**config.mk**
```make
export PLATFORM = sky130hd
export DESIGN_NAME = mem_stage_ctrl_flat
export DESIGN_NICKNAME = d
export VERILOG_FILES = /design/src/rtl/mem_stage_ctrl_if.sv /design/src/rtl/mem_stage_ctrl.sv /design/src/flat_wrapper.sv
export SDC_FILE = /design/constraint.sdc
export NUM_CORES = 1
export LEC_CHECK = 0
export BUFFER_PORTS_ARGS = -buffer_cell sky130_fd_sc_hd__buf_2
export CAP_MARGIN = 0
export CORE_AREA = 5 5 201 203
export DETAILED_ROUTE_END_ITERATION = 8
export DIE_AREA = 0 0 206 208
export PLACE_DENSITY = 0.39
export SYNTH_ARGS = -nofsm -noshare
export SYNTH_HDL_FRONTEND = slang
export SYNTH_SLANG_ARGS = --single-unit
```
**constraint.sdc**
```tcl
create_clock -name clk -period 3 [get_ports clk]
set_clock_uncertainty 0.1 [all_clocks]
set_input_delay 0.45 -clock clk [delete_from_list [all_inputs] [get_ports clk]]
set_output_delay 0.45 -clock clk [all_outputs]
set_load 0.03 [all_outputs]
```
**src/rtl/mem_stage_ctrl_if.sv**
```systemverilog
// Data-cache request/response bus between the MEM-stage sequencer and the data cache.
//   master : sequencer side (drives request, receives ready and response)
//   slave  : cache side
// Signals:
//   dcache_req_valid   request valid
//   dcache_req_ready   cache accepts the request
//   dcache_req_we      1 = store, 0 = load
//   dcache_req_addr    request address
//   dcache_req_wdata   store data
//   dcache_resp_valid  response / store ack, one-cycle pulse
//   dcache_resp_data   load data
interface mem_stage_ctrl_if #(
  parameter int unsigned DATA_WIDTH = 64
);
  logic                  dcache_req_valid;
  logic                  dcache_req_ready;
  logic                  dcache_req_we;
  logic [DATA_WIDTH-1:0] dcache_req_addr;
  logic [DATA_WIDTH-1:0] dcache_req_wdata;
  logic                  dcache_resp_valid;
  logic [DATA_WIDTH-1:0] dcache_resp_data;

  modport master (
    output dcache_req_valid,
    output dcache_req_we,
    output dcache_req_addr,
    output dcache_req_wdata,
    input  dcache_req_ready,
    input  dcache_resp_valid,
    input  dcache_resp_data
  );

  modport slave (
    input  dcache_req_valid,
    input  dcache_req_we,
    input  dcache_req_addr,
    input  dcache_req_wdata,
    output dcache_req_ready,
    output dcache_resp_valid,
    output dcache_resp_data
  );
endinterface

```
**src/rtl/mem_stage_ctrl.sv**
```systemverilog
// MEM-stage sequencer. Turns a load/store held in EX/MEM into a valid/ready data-cache
// request, stalls the upstream pipeline registers and bubbles MEM/WB while the access is
// in flight, and issues the PC redirect / front-end flush for taken branches.
// Ports:
//   clk, reset (async, active-low)
//   ex_mem_valid, mem_read, mem_write, branch, branch_decision, target, alu_res,
//   write_data          : EX/MEM register outputs
//   dcache              : data-cache bus (mem_stage_ctrl_if.master)
//   load_data, load_data_valid : registered load result
//   stall, mem_wb_bubble       : pipeline hold / bubble insertion
//   redirect_valid, redirect_pc, flush : taken-branch redirect
//   timeout_err         : sticky watchdog error
// Build option: define MEM_STAGE_CTRL_TIMEOUT_EN to compile in the request watchdog.
module mem_stage_ctrl #(
  parameter int unsigned DATA_WIDTH     = 64,
  parameter int unsigned TIMEOUT_CYCLES = 256
) (
  input  logic                  clk,
  input  logic                  reset,
  input  logic                  ex_mem_valid,
  input  logic                  mem_read,
  input  logic                  mem_write,
  input  logic                  branch,
  input  logic                  branch_decision,
  input  logic [DATA_WIDTH-1:0] target,
  input  logic [DATA_WIDTH-1:0] alu_res,
  input  logic [DATA_WIDTH-1:0] write_data,
  mem_stage_ctrl_if.master      dcache,
  output logic [DATA_WIDTH-1:0] load_data,
  output logic                  load_data_valid,
  output logic                  stall,
  output logic                  mem_wb_bubble,
  output logic                  redirect_valid,
  output logic [DATA_WIDTH-1:0] redirect_pc,
  output logic                  flush,
  output logic                  timeout_err
);

  typedef enum logic [1:0] {StIdle, StReq, StWait, StDone} state_e;

  state_e                state_q;
  logic [DATA_WIDTH-1:0] load_data_q;
  logic                  ldv_q;

  logic mem_op, is_load, in_flight, resp_hit, wd_expire;

  assign mem_op    = ex_mem_valid & (mem_read | mem_write);
  // Read+write together is a store.
  assign is_load   = mem_read & ~mem_write;
  assign in_flight = (state_q == StReq) | (state_q == StWait);
  assign resp_hit  = dcache.dcache_resp_valid &
                     ((state_q == StWait) | ((state_q == StReq) & dcache.dcache_req_ready));

`ifdef MEM_STAGE_CTRL_TIMEOUT_EN
  localparam int unsigned CntW = $clog2(TIMEOUT_CYCLES + 1);

  logic [CntW-1:0] wd_cnt_q;
  logic            timeout_err_q;

  // Fires on the last permitted in-flight cycle so DONE follows exactly TIMEOUT_CYCLES cycles.
  assign wd_expire   = in_flight & (wd_cnt_q == CntW'(TIMEOUT_CYCLES - 1));
  assign timeout_err = timeout_err_q;
`else
  logic unused_timeout_cfg;

  assign unused_timeout_cfg = |TIMEOUT_CYCLES;
  assign wd_expire          = 1'b0;
  assign timeout_err        = 1'b0;
`endif

  always_ff @(posedge clk or negedge reset) begin
    if (!reset) begin
      state_q       <= StIdle;
      load_data_q   <= '0;
      ldv_q         <= 1'b0;
`ifdef MEM_STAGE_CTRL_TIMEOUT_EN
      wd_cnt_q      <= '0;
      timeout_err_q <= 1'b0;
`endif
    end else begin
      ldv_q <= 1'b0;
      unique case (state_q)
        StIdle: begin
          if (mem_op) state_q <= StReq;
        end
        StReq, StWait: begin
          if (resp_hit) begin
            state_q <= StDone;
            ldv_q   <= is_load;
            if (is_load) load_data_q <= dcache.dcache_resp_data;
          end else if (wd_expire) begin
            state_q     <= StDone;
            ldv_q       <= is_load;
            load_data_q <= '0;
          end else if ((state_q == StReq) && dcache.dcache_req_ready) begin
            state_q <= StWait;
          end
        end
        StDone: begin
          state_q <= StIdle;
        end
        default: begin
          state_q <= StIdle;
        end
      endcase
`ifdef MEM_STAGE_CTRL_TIMEOUT_EN
      if (state_q == StIdle) begin
        wd_cnt_q <= '0;
      end else if (in_flight) begin
        wd_cnt_q <= wd_cnt_q + 1'b1;
      end
      if (wd_expire && !resp_hit) timeout_err_q <= 1'b1;
`endif
    end
  end

  // Combinational outputs are gated by reset so everything reads 0 while it is held low.
  assign dcache.dcache_req_valid = reset & (state_q == StReq);
  assign dcache.dcache_req_we    = reset & mem_write;
  assign dcache.dcache_req_addr  = reset ? alu_res : '0;
  assign dcache.dcache_req_wdata = reset ? write_data : '0;

  assign load_data       = load_data_q;
  assign load_data_valid = ldv_q;

  // DONE does not stall, so EX/MEM advances at its end.
  assign stall         = reset & (((state_q == StIdle) & mem_op) | in_flight);
  assign mem_wb_bubble = stall;

  assign redirect_valid = reset & ex_mem_valid & branch & branch_decision & ~stall;
  assign flush          = redirect_valid;
  assign redirect_pc    = reset ? target : '0;

endmodule

```
**src/flat_wrapper.sv**
```systemverilog
// flat-port wrapper written by rule: the top's interface ports become plain ports
module mem_stage_ctrl_flat 
#(
  parameter int unsigned DATA_WIDTH     = 64,
  parameter int unsigned TIMEOUT_CYCLES = 256
)
  (clk, reset, ex_mem_valid, mem_read, mem_write, branch, branch_decision, target, alu_res, write_data, load_data, load_data_valid, stall, mem_wb_bubble, redirect_valid, redirect_pc, flush, timeout_err, dcache_dcache_req_valid, dcache_dcache_req_we, dcache_dcache_req_addr, dcache_dcache_req_wdata, dcache_dcache_req_ready, dcache_dcache_resp_valid, dcache_dcache_resp_data);
  mem_stage_ctrl_if #(.DATA_WIDTH(DATA_WIDTH)) dcache_i ();
  input  logic clk;
  input  logic reset;
  input  logic ex_mem_valid;
  input  logic mem_read;
  input  logic mem_write;
  input  logic branch;
  input  logic branch_decision;
  input  logic [DATA_WIDTH-1:0] target;
  input  logic [DATA_WIDTH-1:0] alu_res;
  input  logic [DATA_WIDTH-1:0] write_data;
  output logic [DATA_WIDTH-1:0] load_data;
  output logic load_data_valid;
  output logic stall;
  output logic mem_wb_bubble;
  output logic redirect_valid;
  output logic [DATA_WIDTH-1:0] redirect_pc;
  output logic flush;
  output logic timeout_err;
  output wire logic [$bits(dcache_i.dcache_req_valid)-1:0] dcache_dcache_req_valid;
  output wire logic [$bits(dcache_i.dcache_req_we)-1:0] dcache_dcache_req_we;
  output wire logic [$bits(dcache_i.dcache_req_addr)-1:0] dcache_dcache_req_addr;
  output wire logic [$bits(dcache_i.dcache_req_wdata)-1:0] dcache_dcache_req_wdata;
  input wire logic [$bits(dcache_i.dcache_req_ready)-1:0] dcache_dcache_req_ready;
  input wire logic [$bits(dcache_i.dcache_resp_valid)-1:0] dcache_dcache_resp_valid;
  input wire logic [$bits(dcache_i.dcache_resp_data)-1:0] dcache_dcache_resp_data;
  assign dcache_dcache_req_valid = dcache_i.dcache_req_valid;
  assign dcache_dcache_req_we = dcache_i.dcache_req_we;
  assign dcache_dcache_req_addr = dcache_i.dcache_req_addr;
  assign dcache_dcache_req_wdata = dcache_i.dcache_req_wdata;
  assign dcache_i.dcache_req_ready = dcache_dcache_req_ready;
  assign dcache_i.dcache_resp_valid = dcache_dcache_resp_valid;
  assign dcache_i.dcache_resp_data = dcache_dcache_resp_data;
  mem_stage_ctrl #(.DATA_WIDTH(DATA_WIDTH), .TIMEOUT_CYCLES(TIMEOUT_CYCLES)) u_core (.clk(clk), .reset(reset), .ex_mem_valid(ex_mem_valid), .mem_read(mem_read), .mem_write(mem_write), .branch(branch), .branch_decision(branch_decision), .target(target), .alu_res(alu_res), .write_data(write_data), .dcache(dcache_i), .load_data(load_data), .load_data_valid(load_data_valid), .stall(stall), .mem_wb_bubble(mem_wb_bubble), .redirect_valid(redirect_valid), .redirect_pc(redirect_pc), .flush(flush), .timeout_err(timeout_err));
endmodule
```
---- Word-level counts from Yosys, hierarchy flattened ----
Index checks and enable logic that the tools add are counted.
word-level totals
  bits of input ports ..................... 265
  bits in latches ......................... 0
  bits in writable memories ............... 0
  bits in registers ....................... 67
  memories kept ........................... 0
  memory bits (read-only) ................. 0
operators by class
  muxes and demuxes ....................... 9
  reduce and logical (&&, ||, !) cells .... 5
  $add $sub $neg .......................... 0
  shift-type cells ........................ 0
  order comparisons ....................... 0
  bitwise operators ....................... 18
  equal/unequal tests ..................... 5
  $mul .................................... 0
  div/mod/pow operators ................... 0
operators with widths
  cell                                                                      count
  64-bit two-way mux                                                        3
  1-bit bitwise AND                                                         12
  2-bit two-way mux                                                         3
  2-bit case mux with 3 select lines                                        1
  2-bit == test (second input constant)                                     2
  1-bit OR                                                                  4
  3-bit by 1-bit inequality test with 1-bit output (second input constant)  1
  3-bit AND reduction                                                       1
  2-bit by 1-bit == test with 1-bit output (second input constant)          1
  2-bit zero test                                                           1
  1-bit two-way mux                                                         2
  2-bit by 1-bit inequality test with 1-bit output (second input constant)  1
  1-bit inverter                                                            2
  2-bit AND reduction                                                       1
  2-bit OR reduction                                                        1
  1-bit logical AND                                                         1

---- Longest topological paths before layout ----
  depth after elaboration ................. 7
  gate-level depth with buffers ........... 7
  gate-level depth less buffers ........... 5

---- Worst setup path before layout ----
OpenSTA, ideal clock, no wires.
  path type ............................... input port to output port
  from .................................... input reset
  to ...................................... output redirect_valid
  data arrival time ....................... 1901 ps
  stages on the path ...................... 4
  path slack .............................. 549 ps
  cell sequence ........................... clkbuf_1 -> nand4_1 -> a211oi_1 -> buf_4
on the way
  cells in the longest elaborated chain, start to end .. 4
  elaborated cells between the ends (all ways) .. 6
  classes of those cells .................. bitwise (6)
ends and longest elaborated chain
  element                         line                   RTL
  start: declaration              flat_wrapper.sv:10     input logic reset;
  1-bit bitwise AND (3 in a row)  mem_stage_ctrl.sv:130  assign redirect_valid = reset & ex_mem_valid & branch & branch_decision & ~stall;
  1-bit bitwise AND *             mem_stage_ctrl.sv:130
  end: declaration                flat_wrapper.sv:23     output logic redirect_valid;
Every way passes the cells marked *; elsewhere a longest branch is shown, timed or not.

---- Worst setup path in the final report ----
  from .................................... input reset
  to ...................................... output redirect_pc[42]
on the way
  cells in the longest elaborated chain, start to end .. 1
ends and longest elaborated chain
  element             line                   RTL
  64-bit two-way mux  mem_stage_ctrl.sv:132  assign redirect_pc = reset ? target : '0;
  end: declaration    flat_wrapper.sv:24     output logic [DATA_WIDTH-1:0] redirect_pc;
Every way passes these cells.

==> implementation parameters <==
Parameter                              Value

Global route
  Vias in the first global route    4817
  Largest net degree at the start of global routing    ~130
  First-pass GRT wire length    29100 um
  Initial antenna violation count    3
  Overall overflow remaining after global route    0
  Global Route Usage Sum    8.88%

Placed design
  Post-DP HPWL    17100 um
  Weighted congestion at the end of routability-driven global placement    about 0.79
  Area post-placement    7160 um^2
  Number of buffers inserted by port buffering    527

STA
  Slew Limit Headroom    between 60% and 70%
  Endpoints failing setup    0
  Final count of pins violating max slew    0
  Final TNS setup    0 ns
  Count of endpoints failing hold in the final timing report    0
  Clock period minus final worst setup slack    between 2 and 3 ns
  Transition time at the pin with the least slew margin    approximately 0.56 ns
  Setup repair after global routing missed its margin    false
  Achievable Freq    0.371 GHz
  Share of the clock period used by the worst path    between 80% and 90%

Power
  Int Pwr    0.00292 W
  Clock group share of total power    approximately a fifth
  Proportion of power drawn by flip-flops and latches    between 20% and 30%
  Switching Power    between 0.002 and 0.003 W
  Portion of total power attributed to combinational logic    between 50% and 60%
  Leak Pwr    approximately 4.2 nW
  Worst supply voltage drop on vdd    0.427 mV
  Net switching share of the total power    46.4%
  PwrDens    728 nW/um^2

Synthesis
  Synth top area share    a little over two fifths
  Flop and latch count out of synthesis    67
  Unique cell type count in the Yosys netlist    22
  Number of instances in the synthesized netlist    roughly 380
  Proportion of register bits with asynchronous set or reset after synthesis    between 90% and 100%
  Synthesized area    3950 um^2
  Synthesized netlist net count    roughly 650
  Leading post-synthesis cells by instance count    sky130_fd_sc_hd__and2_1 (196), sky130_fd_sc_hd__dfrtp_1 (67), sky130_fd_sc_hd__mux2_1 (49)
  Main combinational cell family by area after synthesis    simple AND/OR/NAND/NOR gates
  Leading register cell type out of synthesis    sky130_fd_sc_hd__dfrtp_1
  Number of synthesized flops with an enable pin    0
  Share of synthesized area spent on multiplexers    18.6%
  Synth area leaders    sky130_fd_sc_hd__dfrtp_1 (42%), sky130_fd_sc_hd__and2_1 (31%), sky130_fd_sc_hd__mux2_1 (14%), sky130_fd_sc_hd__mux2_2 (4.6%), sky130_fd_sc_hd__clkbuf_1 (2.0%)
  Synthesized-area fraction occupied by adder cells    0.951%
  Parity-gate share of the synthesized area counting xor and xnor cells    0%
  Area fraction in and, or, nand and nor cells after synthesis    a little under a third
  Mean area per synthesized cell    approximately 10 um^2
  Yosys top cell by area    sky130_fd_sc_hd__dfrtp_1
  Compound-cell area share of the yosys netlist    around 1.3%
  Most frequently used cell type in the post-synthesis netlist    sky130_fd_sc_hd__and2_1
  Sequential-to-total area share from yosys stat    between 40% and 50%
  Yosys warnings    0

Drt
  Initial DRC count    between 150 and 200
  Pre-antenna DRT Iters    4
  Final ANT Viol Nets    0
  Via-to-Cell Ratio    between 3 and 4
  Number of DRC violations after detailed routing    0
  Post-detailed-routing wire length    approximately 21000 um
  Routed via count    around 4600
  DR WL/cell    about 14 um

Clocking
  TritonCTS clock tree    built
  Count of cells resized by post-cts repair    0
  Cell at the root of the clock tree    sky130_fd_sc_hd__clkbuf_16
  CTS HTree Levels    3
  Bufs on Longest Clock Path    2
  Worst skew pair latency    0.35 ns
  Number of sinks on the clock net    between 60 and 70
  Clock-pin transition on the worst setup and hold timing paths    about 0.070 ns
  Number of buffers created by CTS    9

Die
  # IOs    around 530
  Floorplan row count    72
  Area of the core    38300 um^2
  Die H    roughly 210 um
  Initial cell density of the core    between 10% and 20%
  Die span in x    206 um
  Die footprint    42800 um^2

Finish
  Finished Core Util    about a fifth
  Filler cells    roughly 4300
  Layout area overhead    89.6%
  Fraction of final layout cells sized beyond drive strength 1    63.1%
  Total number of nets in the final design    between 1000 and 1500
  Post-layout instance area    around 7500 um^2

Worst hold path
  Class of the worst hold path    input port to flip-flop

Run
  Max-cap violations    0

Critical path
  Critical path startpoint category    input port
  Worst-path maximum fanout    133
  Category of the worst setup path capture point    output pin
  Type of the worst setup path    input port to output pin
  Arrival time at the worst endpoint    between 2 and 2.5 ns
  Worst path required time    around 2.5 ns

Run status
  Run status    finished clean
## worst paths after layout
check / slack [ns] / cells past startpoint / to / startpoint
max: 0.31 / 5 / redirect_pc[42] / reset
min: 0.20 / 2 / u_core.load_data[16]$_DFFE_PN0P_ / dcache_dcache_resp_data[16]
max reg2reg: 0.78 / 6 / u_core.load_data[24]$_DFFE_PN0P_ / u_core.state_q[0]$_DFFE_PN0P_
min reg2reg: 0.38 / 1 / u_core.load_data[49]$_DFFE_PN0P_ / u_core.load_data[49]$_DFFE_PN0P_
max in group asynchronous: 1.58 / 4 / u_core.load_data[49]$_DFFE_PN0P_ / reset
min in group asynchronous: 0.40 / 2 / u_core.load_data[30]$_DFFE_PN0P_ / reset
## sequential cells by signal, indices dropped and copies added, names as in the netlist
register	count
u_core.load_data	64
u_core.state_q	2
u_core.load_data_valid	1
## critical path, cell delays in order
cell and delay (ns):
sky130_fd_sc_hd__dlygate4sd3_1 0.55, sky130_fd_sc_hd__buf_6 0.21, sky130_fd_sc_hd__buf_12 0.34, sky130_fd_sc_hd__and2_1 0.24
sky130_fd_sc_hd__buf_2 0.21
## final cells by class
class | count | area (um^2) | area share [%]
multi-input cells | 277 | 2100 | 28.0
clock buffers | 9 | 225 | 3.01
inverters | 3 | 11.3 | 0.151
repair buffers | 534 | 2740 | 36.6
flip-flops and latches | 67 | 1680 | 22.4
well taps | 518 | 648 | 8.67
diodes | 1 | 2.50 | 0.0335
clock inverters | 7 | 83.8 | 1.12
## stage by stage
stage               hold slack (ns)  setup WS [ns]  cells  power (W)
CTS                           0.168          0.257   1415    0.00560
floorplan                    0.0544          0.549    378    0.00335
global route                  0.183          0.160   1416    0.00581
global placement              0.201          0.825   1398    0.00435
finish                        0.201          0.308   1416    0.00545
detailed placement            0.200          0.753   1398    0.00436
## kinds of logic (layout without fill, tap and decap cells)
group | after synthesis | count (layout)
AO/OA/AOI/OAI | 7 | 7
buffers and inverters | 34 | 553
AND/OR/NAND/NOR | 201 | 201
flip-flops | 67 | 67
adder cells (fa/ha/maj) | 3 | 3
multiplexers | 65 | 65
other | 1 | 2
## layer usage
layer	share of wire [%]	vias up	GRT usage (%)
met5	0.054	-	0
met4	1.1	2	2.52
met3	12	15	3.64
met2	52	267	16.6
met1	35	2091	9.01
li1	-	2230	-
## power by group through the flow
stage | Combinational (W) | Clock, W | Sequential [W]
finish | 0.00276 | 0.00115 | 0.00153
global route | 0.00295 | 0.00127 | 0.00159
CTS | 0.00282 | 0.00124 | 0.00154
detailed placement | 0.00282 | 0 | 0.00154
global placement | 0.00281 | 0 | 0.00154
floorplan | 0.000964 | 0 | 0.00239
## placed cells by master, fill, tap and decap left out, types with 2 or more instances in the layout
cell type	Yosys	routed
sky130_fd_sc_hd__dfrtp_1	67	67
sky130_fd_sc_hd__inv_1	3	3
sky130_fd_sc_hd__a21oi_1	2	2
sky130_fd_sc_hd__inv_6	0	2
sky130_fd_sc_hd__mux2_1	49	49
sky130_fd_sc_hd__mux2_2	16	16
sky130_fd_sc_hd__clkbuf_16	0	9
sky130_fd_sc_hd__ha_1	3	3
sky130_fd_sc_hd__buf_2	1	526
sky130_fd_sc_hd__buf_4	4	3
sky130_fd_sc_hd__and2_1	196	196
sky130_fd_sc_hd__clkinv_4	0	2
sky130_fd_sc_hd__buf_12	0	3
## what timing repair did
action / in CTS / in global routing
hold buffers: 1 / 0
hold endpoints to repair: 8 / 0
buffers inserted: 0 / 0
Power figures use the tool's default switching activity.
